===== src/rtl/genius_timer_pkg.sv =====
// Shared encodings for the Genius player-response timer.
// State codes and MODE values used by counter_timeout.
package genius_timer_pkg;

  localparam logic [1:0] ST_IDLE    = 2'b00;
  localparam logic [1:0] ST_RUN     = 2'b01;
  localparam logic [1:0] ST_PAUSE   = 2'b10;
  localparam logic [1:0] ST_EXPIRED = 2'b11;

  typedef enum logic [1:0] {
    S_IDLE    = ST_IDLE,
    S_RUN     = ST_RUN,
    S_PAUSE   = ST_PAUSE,
    S_EXPIRED = ST_EXPIRED
  } state_e;

  localparam logic MODE_ONESHOT = 1'b0;
  localparam logic MODE_RELOAD  = 1'b1;

endpackage


===== src/rtl/tick_prescaler.sv =====
// Divides CLKT into ticks: one tick every PRESCALE running cycles.
// Ports: CLKT, R (async high), run, clr (sync zero) -> tick.
module tick_prescaler #(
  parameter int PRESCALE = 1
) (
  input  logic CLKT,
  input  logic R,
  input  logic run,
  input  logic clr,
  output logic tick
);

  localparam int PW = $clog2(PRESCALE) + 1;
  localparam logic [PW-1:0] TOP = PW'(PRESCALE - 1);

  logic [PW-1:0] cnt_q, cnt_d;
  logic          wrap;

  // With PRESCALE=1 the counter never leaves 0, so tick == run.
  assign wrap = (cnt_q == TOP);
  assign tick = run && wrap;

  always_comb begin
    cnt_d = cnt_q;
    if (clr)
      cnt_d = '0;
    else if (run)
      cnt_d = wrap ? '0 : cnt_q + PW'(1);
  end

  always_ff @(posedge CLKT or posedge R) begin
    if (R) cnt_q <= '0;
    else   cnt_q <= cnt_d;
  end

endmodule


===== src/rtl/counter_timeout.sv =====
// Genius player-response timer: counts ticks to a latched limit.
// In: CLKT R E RESTART MODE LIMIT; out: TEMPO end_time EXPIRED WARN BUSY.
module counter_timeout
  import genius_timer_pkg::*;
#(
  parameter int W          = 4,
  parameter int PRESCALE   = 1,
  parameter int WARN_TICKS = 2
) (
  input  logic         CLKT,
  input  logic         R,
  input  logic         E,
  input  logic         RESTART,
  input  logic         MODE,
  input  logic [W-1:0] LIMIT,
  output logic [W-1:0] TEMPO,
  output logic         end_time,
  output logic         EXPIRED,
  output logic         WARN,
  output logic         BUSY
);

  state_e       state_q, state_d;
  logic [W-1:0] tempo_q, tempo_d;
  logic [W-1:0] limit_q, limit_d;
  logic         end_q, end_d;
  logic         exp_q, exp_d;
  logic [W-1:0] lim_in;
  logic         active, run, clr, tick, last;
  logic [31:0]  lim32, wt32, th32;

  assign lim_in = (LIMIT == '0) ? W'(1) : LIMIT;
  assign active = (state_q == S_RUN) || (state_q == S_PAUSE);
  // The resume cycle in PAUSE counts, so an N-cycle pause
  // delays expiry by exactly N cycles.
  assign run    = active && E && !RESTART;
  assign clr    = RESTART || (state_q == S_IDLE);
  assign last   = (tempo_q == limit_q - W'(1));

  tick_prescaler #(
    .PRESCALE(PRESCALE)
  ) u_presc (
    .CLKT(CLKT),
    .R   (R),
    .run (run),
    .clr (clr),
    .tick(tick)
  );

  always_comb begin
    state_d = state_q;
    tempo_d = tempo_q;
    limit_d = limit_q;
    end_d   = 1'b0;
    exp_d   = exp_q;
    if (RESTART) begin
      tempo_d = '0;
      exp_d   = 1'b0;
      limit_d = lim_in;
      state_d = E ? S_RUN : S_IDLE;
    end else begin
      unique case (state_q)
        S_IDLE: begin
          if (E) begin
            state_d = S_RUN;
            limit_d = lim_in;
            tempo_d = '0;
          end
        end
        S_RUN, S_PAUSE: begin
          if (tick) begin
            state_d = S_RUN;
            if (last) begin
              tempo_d = '0;
              end_d   = 1'b1;
              if (MODE == MODE_ONESHOT) begin
                state_d = S_EXPIRED;
                exp_d   = 1'b1;
              end
            end else begin
              tempo_d = tempo_q + W'(1);
            end
          end else if (!E) begin
            state_d = S_PAUSE;
          end else begin
            state_d = S_RUN;
          end
        end
        S_EXPIRED: begin
          tempo_d = '0;
        end
        default: state_d = S_IDLE;
      endcase
    end
  end

  always_ff @(posedge CLKT or posedge R) begin
    if (R) begin
      state_q <= S_IDLE;
      tempo_q <= '0;
      limit_q <= W'(1);
      end_q   <= 1'b0;
      exp_q   <= 1'b0;
    end else begin
      state_q <= state_d;
      tempo_q <= tempo_d;
      limit_q <= limit_d;
      end_q   <= end_d;
      exp_q   <= exp_d;
    end
  end

  // Warning threshold saturates at 0 for short limits.
  assign lim32 = 32'(limit_q);
  assign wt32  = 32'(WARN_TICKS);
  assign th32  = (lim32 > wt32) ? lim32 - wt32 : '0;

  assign TEMPO    = tempo_q;
  assign end_time = end_q;
  assign EXPIRED  = exp_q;
  assign BUSY     = active;
  assign WARN     = active && (32'(tempo_q) >= th32);

endmodule


===== config.mk =====
export PLATFORM = sky130hd
export DESIGN_NAME = counter_timeout
export DESIGN_NICKNAME = d
export VERILOG_FILES = /design/src/rtl/genius_timer_pkg.sv /design/src/rtl/tick_prescaler.sv /design/src/rtl/counter_timeout.sv
export SDC_FILE = /design/constraint.sdc
export NUM_CORES = 1
export LEC_CHECK = 0
export CORE_MARGIN = 2
export CORE_UTILIZATION = 25
export CTS_CLUSTER_DIAMETER = 200
export CTS_CLUSTER_SIZE = 24
export DETAILED_ROUTE_END_ITERATION = 7
export PLACE_DENSITY = 0.41
export SLEW_MARGIN = 25
export SYNTH_ARGS = -nofsm -noshare
export SYNTH_HDL_FRONTEND = slang
export SYNTH_SLANG_ARGS = --single-unit
export TNS_END_PERCENT = 10

===== constraint.sdc =====
create_clock -name CLKT -period 4.55 [get_ports CLKT]
set_input_delay 0.91 -clock CLKT [delete_from_list [all_inputs] [get_ports CLKT]]
set_output_delay 0.91 -clock CLKT [all_outputs]
set_load 0.01 [all_outputs]

==> results.cfg <==
[sta]
hold_violations = 0
layout_min_cycle_time_ps = 3949
finalCritPeriodShare_pct = 86.78
hold_ws_ps = 529.4
worstMarginPinSlew_ps = 533.1
setup_viol = 0
drv_slew = 0
rsz0062_at_grt = no
max_freq_mhz = 253.3
fin_setup_tns_ps = 0
clock_skew_ps = 2.520
relSlewSlack_pct = 64.19

[grt]
grt_pass1_wl_mm = 3.422
grt_util_all_layers_pct = 11.09
grt_max_degree = 13
grt_pass1_vias = 743
overflow = 0
antenna_found_initial = 0

[die]
initial_core_util_pct = 25.74
fp-row-count = 21
die_h_um = 62.38
die_w_um = 62.38
die-area_um2 = 3891
io_pins = 17
coreArea_um2 = 3311

[min_path]
worstHoldEndpoint = state_q[0]$_DFFE_PP0P_
worstHoldStart = state_q[0]$_DFFE_PP0P_
hold_depth = 2
hp-class = flop to flop

[yosys]
ys_warn_count = 0
syn_area_um2 = 852.1
yosys.area_share.simple_pct = 14.98
synth-compound-area-share_pct = 15.86
post_synth_xor_area_fraction_pct = 7.048
synth.area.mux_share_pct = 3.965
synth_nets = 113
synth_cell_types = 28
ys_seq_area_share_pct = 35.39
synth_top_family_by_area = adder cells
synth_cells = 93
synthAdderAreaFrac_pct = 16.15
avgSynthCellArea_um2 = 9.162
ys_seq_elements = 12

[drt]
drtAntennaViolNets = 0
routed_wirelength_mm = 1.860
dr.pass1.iters = 3
avgViaCountPerCell = 4.323
vias = 683
drc_errors = 0
drt-initial-drc-count = 68
wl_per_cell_um = 11.77

[clock_network]
cts_buffer_depth = 2
cts_setup_buffers = 0
post_cts_resized = 0
cts_tree = built
clk_latency_ps = 270
clock-sinks = 12
h-tree-depth = 1
holdBufCountCts = 0
cts_buffers = 3
path_clk_slew_ps = 80
root_buffer = clkbuf_4

[worst_setup_path]
critPathMostFrequentCell = ha_1
crit_chain = inv_1 > ha_1 > ha_1 > a21oi_1 > and2_1 > ha_1 > nand2b_1 > a21o_1 > a21o_1 > a21oi_1 > a311oi_1 > clkdlybuf4s50_1
critPathKind = flop to primary output
critPathLaunchType = flop
worstPathArrival_ps = 3040
crit_fanout = 5
reg2reg_slack_ps = 2520
rr_worst_depth = 7
crit_buf_inv = 2
end_kind = primary output
cpMaxStageDelayCell = clkdlybuf4s50_1
r2r_start = limit_q[0]$_DFFE_PP1P_
required_ps = 3640
critical-path-top-delay-family = compound AO/OA/AOI/OAI gates
max_stage_delay_ps = 490
reg2reg_to = state_q[1]$_DFFE_PP0P_

[placement]
port_buffers = 16
dp_hpwl_mm = 1.442
placed_cells = 154
gp_congestion = 0.7549

[job]
drv_cap = 0

[layout]
fin_cells = 158
area_growth_pct = 28.19
layout_common_cells = 16 x clkdlybuf4s50_1, 14 x inv_1, 11 x dfrtp_1, 11 x ha_1, 8 x nor2_1
fillerInstances = 375
fin_util_pct = 32.99
antenna_cells = 0
drive_gt1_share_pct = 7.143
nets = 133
final_common_cell = clkdlybuf4s50_1

[pwr]
leakagePower_nw = 0.4891
ir_drop_v = 0.0001697
power_density_nw_per_um2 = 367.8
total_power_mw = 0.4018

[outcome]
status = complete, no violations
==> worst register-to-register path, cell delays in order (launching register included) <==
cell and delay, ps:
dfstp_2 570, inv_1 80, ha_1 210, xnor2_1 240, xnor2_2 150, nand4_2 220, o41a_1 400, a21oi_2 110
==> per-stage QoR <==
step / setup WS [ps] / cell area, um2
floorplan: 1572 / 852.1
global placement: 969.4 / 1066
detailed placement: 901.4 / 1066
CTS: 588.9 / 1092
global route: 393.4 / 1092
finish: 601.5 / 1092
==> routing by layer <==
metal	global-route usage, %	vias to the layer above	part of all wire [%]
met5	0	-	0
met2	16.85	9	44
li1	-	356	-
met4	5.278	0	1.0
met1	15.29	316	52
met3	1.982	2	2.8
==> synthesized netlist by cell type (all sizes together) <==
master | number | area, um2
clkbuf | 1 | 3.750
and2 | 1 | 6.260
o41a | 1 | 11.26
a31oi | 2 | 12.51
a311oi | 1 | 8.760
nor3 | 4 | 20.02
dfstp | 1 | 26.28
nand3 | 3 | 15.01
o31ai | 1 | 7.510
nand2b | 4 | 25.02
nand2 | 5 | 18.77
nor2 | 8 | 30.03
o22ai | 1 | 6.260
nand4 | 1 | 12.51
a21boi | 1 | 7.510
ha | 11 | 137.6
mux2 | 3 | 33.78
o32ai | 1 | 8.760
inv | 14 | 52.55
xor2 | 3 | 26.28
dfrtp | 11 | 275.3
a21oi | 6 | 37.54
a21o | 2 | 15.01
xnor2 | 3 | 33.79
o21ai | 4 | 20.01
==> flip-flops by register name (all words and copies together), names as in the netlist <==
register	cells
state_q	2
limit_q	4
end_time	1
EXPIRED	1
TEMPO	4
==> worst max-delay path by stage <==
stage / depth (start not counted) / slack [ps] / from / to
3_3_place_gp: 11 / 970 / limit_q[0]$_DFFE_PP1P_ / WARN
4_1_cts: 12 / 590 / limit_q[1]$_DFFE_PP0P_ / WARN
3_5_place_dp: 12 / 900 / limit_q[1]$_DFFE_PP0P_ / WARN
5_1_grt: 12 / 390 / limit_q[1]$_DFFE_PP0P_ / WARN
2_1_floorplan: 11 / 1570 / limit_q[1]$_DFFE_PP0P_ / WARN
6_report: 12 / 600 / limit_q[1]$_DFFE_PP0P_ / WARN
==> cells by family (layout without fill, tap and decap cells) <==
logic type               Yosys count  after routing
AND/OR/NAND/NOR                   26             26
AO/OA/AOI/OAI                     20             20
buffers and inverters             15             34
flip-flops                        12             12
adder cells (fa/ha/maj)           11             11
XOR/XNOR                           6              6
multiplexers                       3              3
==> power breakdown <==
part	switching (mW)	internal [mW]	leakage, nW	total, mW
logic	0.103	0.0897	0.321	0.192
clock network	0.0381	0.0339	0.0150	0.0720
registers	0.0148	0.122	0.153	0.137
total	0.156	0.246	0.489	0.402
==> area by class of cell <==
cell class	count	area [um2]	area share [%]
multi-input cells	66	494.2	45.25
inverters	14	52.55	4.811
flip-flops and latches	12	301.5	27.61
well taps	46	57.56	5.269
clock buffers	4	26.28	2.405
repair buffers	16	160.2	14.66
Note: power is estimated with default switching activity, not from simulation.
